## config.mk

```make
export PLATFORM = sky130hd
export DESIGN_NAME = sr_cpu_step_ctrl_flat
export DESIGN_NICKNAME = d
export VERILOG_FILES = /design/src/rtl/sr_cpu_step_ctrl_if.sv /design/src/rtl/sr_cpu_step_ctrl.sv /design/src/flat_wrapper.sv
export SDC_FILE = /design/constraint.sdc
export NUM_CORES = 1
export LEC_CHECK = 0
export ABC_AREA = 1
export ABC_CLOCK_PERIOD_IN_PS = 2500
export CAP_MARGIN = 20
export CORE_MARGIN = 5
export CORE_UTILIZATION = 44
export DETAILED_ROUTE_END_ITERATION = 12
export DONT_BUFFER_PORTS = 1
export PLACE_DENSITY = 0.66
export SETUP_SLACK_MARGIN = 0.3
export SLEW_MARGIN = 20
export SYNTH_ARGS = -nofsm -noshare
export SYNTH_HDL_FRONTEND = slang
export SYNTH_SLANG_ARGS = --single-unit
```

## constraint.sdc

```tcl
create_clock -name clk -period 2.5 [get_ports clk]
set_input_delay 0.375 -clock clk [delete_from_list [all_inputs] [get_ports clk]]
set_output_delay 0.375 -clock clk [all_outputs]
set_load 0.01 [all_outputs]
```

## src/rtl/sr_cpu_step_ctrl_if.sv

```systemverilog
// Command, breakpoint and status bundle between the key-command logic and sr_cpu_step_ctrl.
// The master side issues commands and supplies the PC; the slave side returns the step pulse and status.
interface sr_cpu_step_ctrl_if #(
    parameter int unsigned w_addr = 32
);
    logic              cmd_run;
    logic              cmd_halt;
    logic              cmd_step;
    logic              bp_en;
    logic [w_addr-1:0] bp_addr;
    logic [w_addr-1:0] pc;
    logic              cpu_en;
    logic              running;
    logic              bp_hit;
    logic [31:0]       step_count;

    modport master (
        output cmd_run, cmd_halt, cmd_step, bp_en, bp_addr, pc,
        input  cpu_en, running, bp_hit, step_count
    );

    modport slave (
        input  cmd_run, cmd_halt, cmd_step, bp_en, bp_addr, pc,
        output cpu_en, running, bp_hit, step_count
    );
endinterface

```

## src/rtl/sr_cpu_step_ctrl.sv

```systemverilog
// Run/halt/single-step clock-enable sequencer for sr_cpu.
// Define SR_STEP_CTRL_BREAKPOINT_EN to build the PC breakpoint (BREAK state, bp_hit).
module sr_cpu_step_ctrl #(
    parameter int unsigned clk_mhz = 50,
    parameter int unsigned run_hz  = 2,
    parameter int unsigned run_div = clk_mhz * 1_000_000 / run_hz,
    parameter int unsigned w_addr  = 32
) (
    input logic              clk,
    input logic              rst,
    sr_cpu_step_ctrl_if.slave ctl
);
    localparam int unsigned div_w = $clog2(run_div);
    localparam logic [div_w-1:0] div_last = div_w'(run_div - 1);

    typedef enum logic [1:0] {HALT, RUN, STEP, BREAK} state_t;

    state_t           state;
    logic [div_w-1:0] div;
    logic             first;
    logic             cpu_en_q;
    logic             running_q;
    logic             bp_hit_q;
    logic [31:0]      step_count_q;
    logic             bp_match;
    logic             fire;

`ifdef SR_STEP_CTRL_BREAKPOINT_EN
    logic [w_addr-1:0] pc_cur;
    logic [w_addr-1:0] bp_cur;
    assign pc_cur   = ctl.pc;
    assign bp_cur   = ctl.bp_addr;
    assign bp_match = ctl.bp_en && (pc_cur == bp_cur) && !first;
`else
    logic [w_addr-1:0] unused_bp;
    assign unused_bp = ctl.pc ^ ctl.bp_addr ^ {w_addr{ctl.bp_en | first}};
    assign bp_match  = 1'b0;
`endif

    assign fire = (div == div_last);

    always_ff @(posedge clk or posedge rst) begin
        if (rst) begin
            state        <= HALT;
            div          <= '0;
            first        <= 1'b0;
            cpu_en_q     <= 1'b0;
            running_q    <= 1'b0;
            bp_hit_q     <= 1'b0;
            step_count_q <= '0;
        end else begin
            cpu_en_q     <= 1'b0;
            step_count_q <= step_count_q + {31'd0, cpu_en_q};
            unique case (state)
                HALT, BREAK: begin
                    if (ctl.cmd_halt) begin
                        state <= state;
                    end else if (ctl.cmd_step) begin
                        state    <= STEP;
                        cpu_en_q <= 1'b1;
                        bp_hit_q <= 1'b0;
                    end else if (ctl.cmd_run) begin
                        // The command cycle counts as divider phase 0, so the
                        // registered pulse lands exactly run_div cycles later.
                        state     <= RUN;
                        running_q <= 1'b1;
                        div       <= div_w'(1);
                        first     <= 1'b1;
                        bp_hit_q  <= 1'b0;
                    end
                end
                STEP: begin
                    if (ctl.cmd_run && !ctl.cmd_halt && !ctl.cmd_step) begin
                        state     <= RUN;
                        running_q <= 1'b1;
                        div       <= div_w'(1);
                        first     <= 1'b1;
                    end else begin
                        state <= HALT;
                    end
                end
                RUN: begin
                    if (ctl.cmd_halt) begin
                        state     <= HALT;
                        running_q <= 1'b0;
                        div       <= '0;
                    end else begin
                        div <= fire ? '0 : div + div_w'(1);
                        if (fire) begin
                            if (bp_match) begin
                                state     <= BREAK;
                                running_q <= 1'b0;
                                bp_hit_q  <= 1'b1;
                            end else begin
                                cpu_en_q <= 1'b1;
                                first    <= 1'b0;
                            end
                        end
                    end
                end
            endcase
        end
    end

    assign ctl.cpu_en     = cpu_en_q;
    assign ctl.running    = running_q;
    assign ctl.bp_hit     = bp_hit_q;
    assign ctl.step_count = step_count_q;
endmodule

```

## src/flat_wrapper.sv

```systemverilog
// flat-port wrapper written by rule: the top's interface ports become plain ports
module sr_cpu_step_ctrl_flat 
#(
    parameter int unsigned clk_mhz = 50,
    parameter int unsigned run_hz  = 2,
    parameter int unsigned run_div = clk_mhz * 1_000_000 / run_hz,
    parameter int unsigned w_addr  = 32
)
  (clk, rst, ctl_cmd_run, ctl_cmd_halt, ctl_cmd_step, ctl_bp_en, ctl_bp_addr, ctl_pc, ctl_cpu_en, ctl_running, ctl_bp_hit, ctl_step_count);
  sr_cpu_step_ctrl_if #(.w_addr(w_addr)) ctl_i ();
  input logic clk;
  input logic rst;
  input wire logic [$bits(ctl_i.cmd_run)-1:0] ctl_cmd_run;
  input wire logic [$bits(ctl_i.cmd_halt)-1:0] ctl_cmd_halt;
  input wire logic [$bits(ctl_i.cmd_step)-1:0] ctl_cmd_step;
  input wire logic [$bits(ctl_i.bp_en)-1:0] ctl_bp_en;
  input wire logic [$bits(ctl_i.bp_addr)-1:0] ctl_bp_addr;
  input wire logic [$bits(ctl_i.pc)-1:0] ctl_pc;
  output wire logic [$bits(ctl_i.cpu_en)-1:0] ctl_cpu_en;
  output wire logic [$bits(ctl_i.running)-1:0] ctl_running;
  output wire logic [$bits(ctl_i.bp_hit)-1:0] ctl_bp_hit;
  output wire logic [$bits(ctl_i.step_count)-1:0] ctl_step_count;
  assign ctl_i.cmd_run = ctl_cmd_run;
  assign ctl_i.cmd_halt = ctl_cmd_halt;
  assign ctl_i.cmd_step = ctl_cmd_step;
  assign ctl_i.bp_en = ctl_bp_en;
  assign ctl_i.bp_addr = ctl_bp_addr;
  assign ctl_i.pc = ctl_pc;
  assign ctl_cpu_en = ctl_i.cpu_en;
  assign ctl_running = ctl_i.running;
  assign ctl_bp_hit = ctl_i.bp_hit;
  assign ctl_step_count = ctl_i.step_count;
  sr_cpu_step_ctrl #(.clk_mhz(clk_mhz), .run_hz(run_hz), .run_div(run_div), .w_addr(w_addr)) u_core (.clk(clk), .rst(rst), .ctl(ctl_i));
endmodule
```

# After elaboration in Yosys (flattened, before gate mapping)
# Cells that the tools add are included.
# classes
add_sub_neg	2
mul	0
div_mod_pow	0
order_cmp	0
eq_ne	10
n_shift	0
muxes	26
n_bitwise	1
reduce_logical	11
# op_table
operator	count
$mux 25	6
$pmux 25 s3	1
$add 32x1->32	1
$add 25x1->25 const B	1
$eq 25x25->1 const B	1
$mux 1	12
$mux 2	4
$ne 2x2->1 const B	4
$pmux 2 s3	1
$reduce_and 3->1	2
$reduce_and 5->1	1
$eq 2x2->1 const B	2
$reduce_and 4->1	1
$ne 3x3->1 const B	1
$pmux 1 s3	1
$eq 2x1->1 const B	1
$logic_and 1x1->1	2
$logic_not 1->1	2
$logic_not 2->1	1
$ne 2x1->1 const B	1
$pmux 1 s2	1
$reduce_bool 2->1	1
$reduce_or 2->1	1
$not 1->1	1
# word_totals
register_bits	62
latchBits	0
ram_bits	0
romBits	0
input_bits	70
output_inout_bits	35
memories	0

# Logic depth before layout (Yosys ltp)
# Gate-level depths: netlist of run 1.
# depth
ltp_word	5
depth_mapped	12
ltp_nobuf	11

# Worst setup path after synthesis of run 1
# Ideal clock, no wire load.
# synth_timing
path_kind	flip-flop to flip-flop
start	register u_core.step_count_q[0], in the netlist u_core.ctl.step_count[0]
end	register u_core.step_count_q[26], in the netlist u_core.ctl.step_count[26]
arrival_ps	1598
required_ps	2383
path_slack_ps	785
stages_incl_launch_ff	12
synth_period_minus_slack_ps	1715
cell_sequence	dfrtp_1 -> ha_1 -> ha_1 -> nand3_2 -> nor2_4 -> nand2_4 -> nor2_8 -> nand2_4 -> nor2_8 -> nand2_1 -> nand2_1 -> nand2_1
# synth_via
elab_chain_len	1
# synth_lines
item	line_no	text
start: declaration	sr_cpu_step_ctrl.sv:24	logic [31:0] step_count_q;
start signal: assignment	sr_cpu_step_ctrl.sv:53	step_count_q <= step_count_q + {31'd0, cpu_en_q};
$add 32x1->32	sr_cpu_step_ctrl.sv:53	
# Every way passes these cells.
# A chain may end at the register's enable or synchronous reset.

# Final worst setup path of run 1
# layout_timing
start	register u_core.state[0]
end	register u_core.div[15]
# layout_via
elab_chain_len	4
word_cells_on_any_way	11
cone_classes	eq/ne: 7; mux: 1; reduce/logical: 3
# layout_lines
item	line_no	text
start: declaration	sr_cpu_step_ctrl.sv:18	state_t state;
start signal: assignment	sr_cpu_step_ctrl.sv:57	state <= state;
$eq 2x2->1 / $logic_not 2->1 (equally long branches)	sr_cpu_step_ctrl.sv:54	unique case (state)
$reduce_or 2->1	sr_cpu_step_ctrl.sv:54	
$ne 2x2->1 (no line)	--	
$reduce_and 4->1 (no line)	--	
end signal: assignment	sr_cpu_step_ctrl.sv:67	div <= div_w'(1);
end signal: assignment	sr_cpu_step_ctrl.sv:76	div <= div_w'(1);
end signal: assignment	sr_cpu_step_ctrl.sv:88	div <= fire ? '0 : div + div_w'(1);
end: declaration	sr_cpu_step_ctrl.sv:19	logic [div_w-1:0] div;
# Several ways; a longest one is shown, not always the timed one.

==> flow_summary.yaml, run 1 <==
floorplan:
  die_h_um: 98.5
  core_area_um2: 7690
  rows: 32
  initial_core_util_pct: 44.9
  die_w_um: 98.5
  ios: 105
  dieArea_um2: 9710
clock_tree:
  numCtsBuffers: 9
  cts_max_level: 3
  insertion_delay_ns: 0.33
  cts_setup_buffers: 0
  clkTransAtPathRegs_ns: 0.06
  clock_sinks: 61
  root_buffer: "clkbuf_8"
  cts_tree: "done"
  ctsLongestPathBuffers: 2
global_route:
  grt_pass1_wl_um: 12400
  grt_overflow_total: 0
  grt_pass1_vias: 2663
  antenna_found_initial: 0
  gr-usage-all-layers_pct: 15.8
  grt_start_max_net_pins: 25
worst_setup_path:
  arrival_ns: 2.30
  worstPathMaxFanout: 17
  crit_end: "u_core.div[15]"
  crit_type: "reg -> reg"
  end_kind: "flip-flop"
  worstPathRequired_ns: 2.77
  worstSetupStartpointType: "flip-flop"
  startpoint: "u_core.state[0]"
  rr_endpoint: "u_core.div[15]"
  ff2ff_path_depth: 10
  r2r_slack_ns: 0.47
  timing.rr.start: "u_core.state[0]"
timing:
  slew_viol_final: 0
  finalCriticalPeriod_ns: 2.03
  worstMarginPinSlew_ns: 0.578
  finalSetupViolCount: 0
  hold_viol: 0
  setup_tns_ns: 0
  rsz0062_at_grt: "false"
  relSlewSlack_pct: 61.1
  finClkSkew_ns: 0.00751
  fmax_mhz: 493
  post-route-period-util_pct: 81.2
  worst_slack_ns: 0.470
pwr:
  power_density_nw_per_um2: 676
  power.leakage_uw: 0.00177
  total_power_uw: 2510
  ir_worst_vdd_mv: 0.454
synth:
  synth_seq_cells: 61
  synth_xor_area_share_pct: 8.60
  synth_top_family_by_area: "simple AND/OR/NAND/NOR gates"
  synth_async_sr_flop_share_pct: 100
  synth_mux_area_share_pct: 0
  syn_avg_cell_area_um2: 8.29
  synth.cell_area_um2: 3450
  synth-adder-area-share_pct: 1.81
  synth_flop_cell: "dfrtp_1"
  synth_cell_types: 38
  synth_edf_count: 0
  synthSimpleGateAreaFrac_pct: 35.0
  synth-compound-area-share_pct: 2.83
  yosysWarningCount: 0
  ys_seq_area_share_pct: 44.3
  syn_inst: 416
  syn-num-nets: 491
routing:
  drtIter0Drc: 119
  route.vias.total: 2660
  route.antenna.remaining_nets: 0
  drc: 0
  vias_per_cell: 5.02
  finalWirelength_um: 7060
  firstDrtPassIters: 6
  routedWlPerCell_um: 13.3
cells_and_area:
  final_nets: 500
  fin_cells: 530
  drive_above_1_share_pct: 12.1
  antenna_cells: 0
  n_fill_cell: 755
  syn2layout_area_growth_pct: 7.87
place:
  place_inst: 515
  dp_slack_ns: 0.489
  place.gp.congestion: 0.868
  numPortBuffers: 0
  dpl.hpwl_um: 5270
run:
  drv_cap: 0
hold_path:
  hold_class: "in -> reg"
status:
  outcome: "complete, no violations"
[synth_stat cells, types with 2 or more instances]
master / count / area share (%)
inv_1: 48 / 5.2
nor4_1: 2 / 0.36
nor3_1: 13 / 1.9
a21oi_1: 5 / 0.73
nor2_4: 5 / 1.6
nand3b_1: 2 / 0.44
buf_4: 3 / 0.65
dfrtp_1: 61 / 44
o21ai_1: 2 / 0.29
nand2_2: 5 / 0.91
nor3_2: 4 / 1.2
nand2_1: 93 / 10
nand4_1: 17 / 3.1
ha_1: 5 / 1.8
inv_2: 2 / 0.22
nand2_4: 4 / 1.3
nand3_2: 3 / 0.87
xnor2_1: 11 / 2.8
a31oi_1: 2 / 0.36
o21ai_0: 7 / 1.0
xor2_1: 21 / 5.3
nor2_8: 2 / 1.2
nor2_1: 53 / 5.8
nand3_1: 27 / 3.9
nor2_2: 6 / 1.1
[critical path, stage by stage, from the launching register on]
cell and delay, ns:
dfrtp_1 0.37, inv_1 0.06, ha_1 0.35, inv_1 0.09, nand2_1 0.08, nand2_2 0.27
inv_1 0.23, nor2_4 0.19, nand2_1 0.08, xor2_1 0.14, nor2_1 0.09
[registers in the layout, summed over array words and instances (netlist names)]
signal                 cells
u_core.div                25
u_core.ctl.running         1
u_core.ctl.cpu_en          1
u_core.ctl.step_count     32
u_core.state               2
[placed cells by master (no fill, tap or decap)]
cell type	n
conb_1	1
nor2_8	2
dfrtp_1	61
inv_1	47
o21ai_0	7
nor2_4	5
nor3_1	13
clkinv_1	1
xor2_2	1
a31oi_1	2
o21ai_1	2
clkinv_4	1
a211oi_1	1
xnor2_1	11
a21oi_1	5
or2_1	1
nand2_4	4
nor3_2	4
nand3_4	1
nand2_2	5
nand3b_1	2
nand4_1	17
nor2_2	6
and3_1	1
clkbuf_1	1
clkbuf_8	11
nor4_1	2
nor3_4	1
buf_4	3
ha_1	5
nand2_1	93
o21bai_1	1
xor2_1	21
inv_2	3
nor2_1	53
dlygate4sd3_1	1
clkinv_2	2
nand3_2	3
nand3_1	27
[worst min path at each step]
stage,from,slack (ns),end,depth (start not counted)
5_1_grt,ctl_cmd_halt,0.20,u_core.ctl.cpu_en,3
4_1_cts,ctl_cmd_halt,0.19,u_core.ctl.cpu_en,3
6_report,ctl_cmd_halt,0.20,u_core.ctl.cpu_en,3
3_5_place_dp,rst,0.26,u_core.ctl.step_count[0],1
2_1_floorplan,u_core.div[1],0.48,u_core.div[1],2
3_3_place_gp,rst,0.25,u_core.ctl.step_count[0],1
[cell type report]
type	count	area [um2]	share of cell area, %
multi-input cells	297	1670	44.9
clock inverters	2	10.0	0.269
inverters	52	200	5.38
clock buffers	12	155	4.17
flip-flops and latches	61	1530	41.0
repair buffers	4	32.5	0.874
well taps	102	128	3.43
[cell families after synthesis]
kind of cell | count (synthesis)
other cells | 1
simple gates | 240
flops | 61
buf+inv | 58
fa+ha+maj | 5
xor+xnor | 33
compound gates | 18
[per-layer routing]
metal / GRT usage [%] / up-vias / wire length [um]
met5: 0 / - / 0
met4: 7.25 / 0 / 177
met3: 5.31 / 13 / 487
met2: 24.9 / 72 / 3260
met1: 19.6 / 1239 / 3140
li1: - / 1336 / -
[power by group]
group	switching, uW	internal (uW)
Sequential	102	1070
Clock	354	399
Combinational	426	161
Total	882	1630
[through the flow]
stage | cell area, um2 | hold WS (ns) | util, %
after floorplan | 3450 | 0.475 | -
after global placement | 3550 | 0.254 | 46.1
after detailed placement | 3550 | 0.261 | 46.1
after CTS | 3720 | 0.189 | 48.4
after global routing | 3720 | 0.205 | 48.4
final | 3720 | 0.201 | 48.4
[timing repair]
action	in CTS	in global routing
gates resized for setup	0	0
hold endpoints to repair	16	0
setup endpoints to repair	0	0
hold buffers	1	0
Power figures use the tool's default switching activity.
==> run 2: changes to the inputs <==
- ABC_CLOCK_PERIOD_IN_PS: 2500 -> 1950
- clock period: 2.5 -> 1.95 ns (I/O delays scaled with it)
==> run 2 against run 1 <==
Wire length is 8.4% higher. Non-clock buffer count is 27 higher. Global-route usage hardly changed. Critical path type unchanged. Critical endpoint is now u_core.ctl.step_count[26]. Largest power group unchanged.
==> flow_summary.yaml, run 2 (synthesized netlist as in run 1, its figures left out) <==
timing:
  relSlewSlack_pct: 60.4
  finalSetupViolCount: 0
  setup_tns_ns: 0
  hold_viol: 0
  finClkSkew_ns: 0.0102
  worst_slack_ns: 0.260
  worstMarginPinSlew_ns: 0.592
  rsz0062_at_grt: "true"
  fmax_mhz: 592
  slew_viol_final: 0
  post-route-period-util_pct: 86.7
  finalCriticalPeriod_ns: 1.69
cells_and_area:
  syn2layout_area_growth_pct: 22.7
  fin_cells: 559
  antenna_cells: 0
  largest_register_ffs: 32
  final_common_cell: "nand2_1"
  final_cell_mix: "89 x nand2_1, 57 x dfrtp_1, 46 x nor2_1"
  final_nets: 527
  drive_above_1_share_pct: 24.9
  final_util_pct: 55.1
place:
  numPortBuffers: 0
  dpl.hpwl_um: 5290
  dp_slack_ns: 0.0672
  place_inst: 518
  place.gp.congestion: 0.861
clock_tree:
  numCtsBuffers: 9
  clkTransAtPathRegs_ns: 0.07
  insertion_delay_ns: 0.34
  ctsLongestPathBuffers: 2
  root_buffer: "clkbuf_8"
  clock_sinks: 61
  cts_tree: "done"
  cts_max_level: 3
worst_setup_path:
  rr_endpoint: "u_core.ctl.step_count[26]"
  crit_type: "reg -> reg"
  worstPathMaxFanout: 4
  startpoint: "u_core.ctl.cpu_en"
  timing.rr.start: "u_core.ctl.cpu_en"
  arrival_ns: 1.92
  r2r_slack_ns: 0.26
  worstSetupStartpointType: "flip-flop"
  crit_end: "u_core.ctl.step_count[26]"
  worstPathRequired_ns: 2.18
  ff2ff_path_depth: 11
  end_kind: "flip-flop"
pwr:
  p_int_uw: 2610
  combPwrFrac_pct: 34.1
  power_density_nw_per_um2: 955
  switching_share_pct: 35.5
  power.net_switching_uw: 1440
  ir_worst_vdd_mv: 0.808
  sequentialPowerShare_pct: 37.7
  clkPwrFrac_pct: 28.2
  power.leakage_uw: 0.00196
floorplan:
  ios: 105
  dieArea_um2: 9710
  initial_core_util_pct: 44.9
  core_area_um2: 7690
  die_h_um: 98.5
  die_w_um: 98.5
  rows: 32
routing:
  route.antenna.remaining_nets: 0
  route.vias.total: 2773
  firstDrtPassIters: 4
  finalWirelength_um: 7660
  drtIter0Drc: 95
  vias_per_cell: 4.96
  drc: 0
  routedWlPerCell_um: 13.7
status:
  outcome: "complete, no violations"
hold_path:
  hold_depth: 3
  hold_class: "in -> reg"
global_route:
  grt_pass1_wl_um: 12500
  antenna_found_initial: 0
  gr-usage-all-layers_pct: 15.8
  grt_pass1_vias: 2712
  grt_start_max_net_pins: 36
  grt_overflow_total: 0
run:
  drv_cap: 0
-- run 2: cell types whose count changed in the layout (fill, tap and decap cells not counted), moves of 4 or more --
| cell | delta |
|---|---|
| inv_1 | -4 |
| nand3_1 | -4 |
| nor2_1 | -7 |
| nand2_1 | -4 |
| dfrtp_1 | -4 |
| buf_4 | +20 |
| buf_6 | +4 |
| dfrtp_2 | +4 |
| nor2_4 | +5 |
| clkinvlp_4 | +4 |
-- run 2: repair_timing --
action / CTS / global route
pin swaps: 10 / 28
gates cloned: 0 / 0
resized for setup: 9 / 46
endpoints found under the hold margin: 26 / 0
setup buffers: 13 / 11
hold buffers: 1 / 0
endpoints found under the setup margin: 38 / 39
-- run 2: routing by layer --
layer	vias to the layer above	global-route usage [%]	part of all wire, %
met2	63	26.5	50
met5	-	0	0
met4	0	5.78	1.2
met1	1306	19.0	44
li1	1395	-	-
met3	9	5.10	5.1
-- run 2: power by group through the flow --
| stage | clock network (uW) | registers [uW] | logic, uW |
|---|---|---|---|
| 2_1_floorplan | 0 | 1510 | 655 |
| 3_5_place_dp | 0 | 1530 | 883 |
| 3_3_place_gp | 0 | 1530 | 869 |
| 5_1_grt | 1240 | 1540 | 1480 |
| 4_1_cts | 1170 | 1520 | 1100 |
| 6_report | 1140 | 1530 | 1380 |
-- run 2: area by class of cell --
type | count | area (um2)
clock buffers | 11 | 141
multi-input cells | 297 | 1870
flip-flops and latches | 61 | 1530
repair buffers | 31 | 283
inverters | 52 | 218
fillers | 670 | 3450
well taps | 102 | 128
clock inverters | 5 | 58.8
-- run 2: per-stage QoR --
stage	total power [uW]	hold slack, ns	area [um2]
floorplan	2170	0.405	3480
global placement	2400	0.257	3620
detailed placement	2420	0.263	3620
CTS	3790	0.105	3970
global route	4270	0.118	4230
finish	4040	0.128	4230
-- run 2: worst max-delay path, cell delays in order (launching register included) --
cell,delay (ns)
dfrtp_2,0.43
ha_4,0.18
ha_4,0.14
nand3_4,0.09
nor2_4,0.15
nand2_4,0.08
nor2_8,0.13
nand2_4,0.10
nor2_8,0.12
nand2_1,0.06
nand2_1,0.05
nand2_1,0.05
-- run 2: worst min path at each step --
stage	startpoint	endpoint
CTS	ctl_cmd_halt	u_core.ctl.cpu_en
floorplan	rst	u_core.ctl.cpu_en
global route	ctl_cmd_halt	u_core.ctl.cpu_en
detailed placement	rst	u_core.ctl.step_count[7]
finish	ctl_cmd_halt	u_core.ctl.cpu_en
global placement	rst	u_core.ctl.step_count[2]
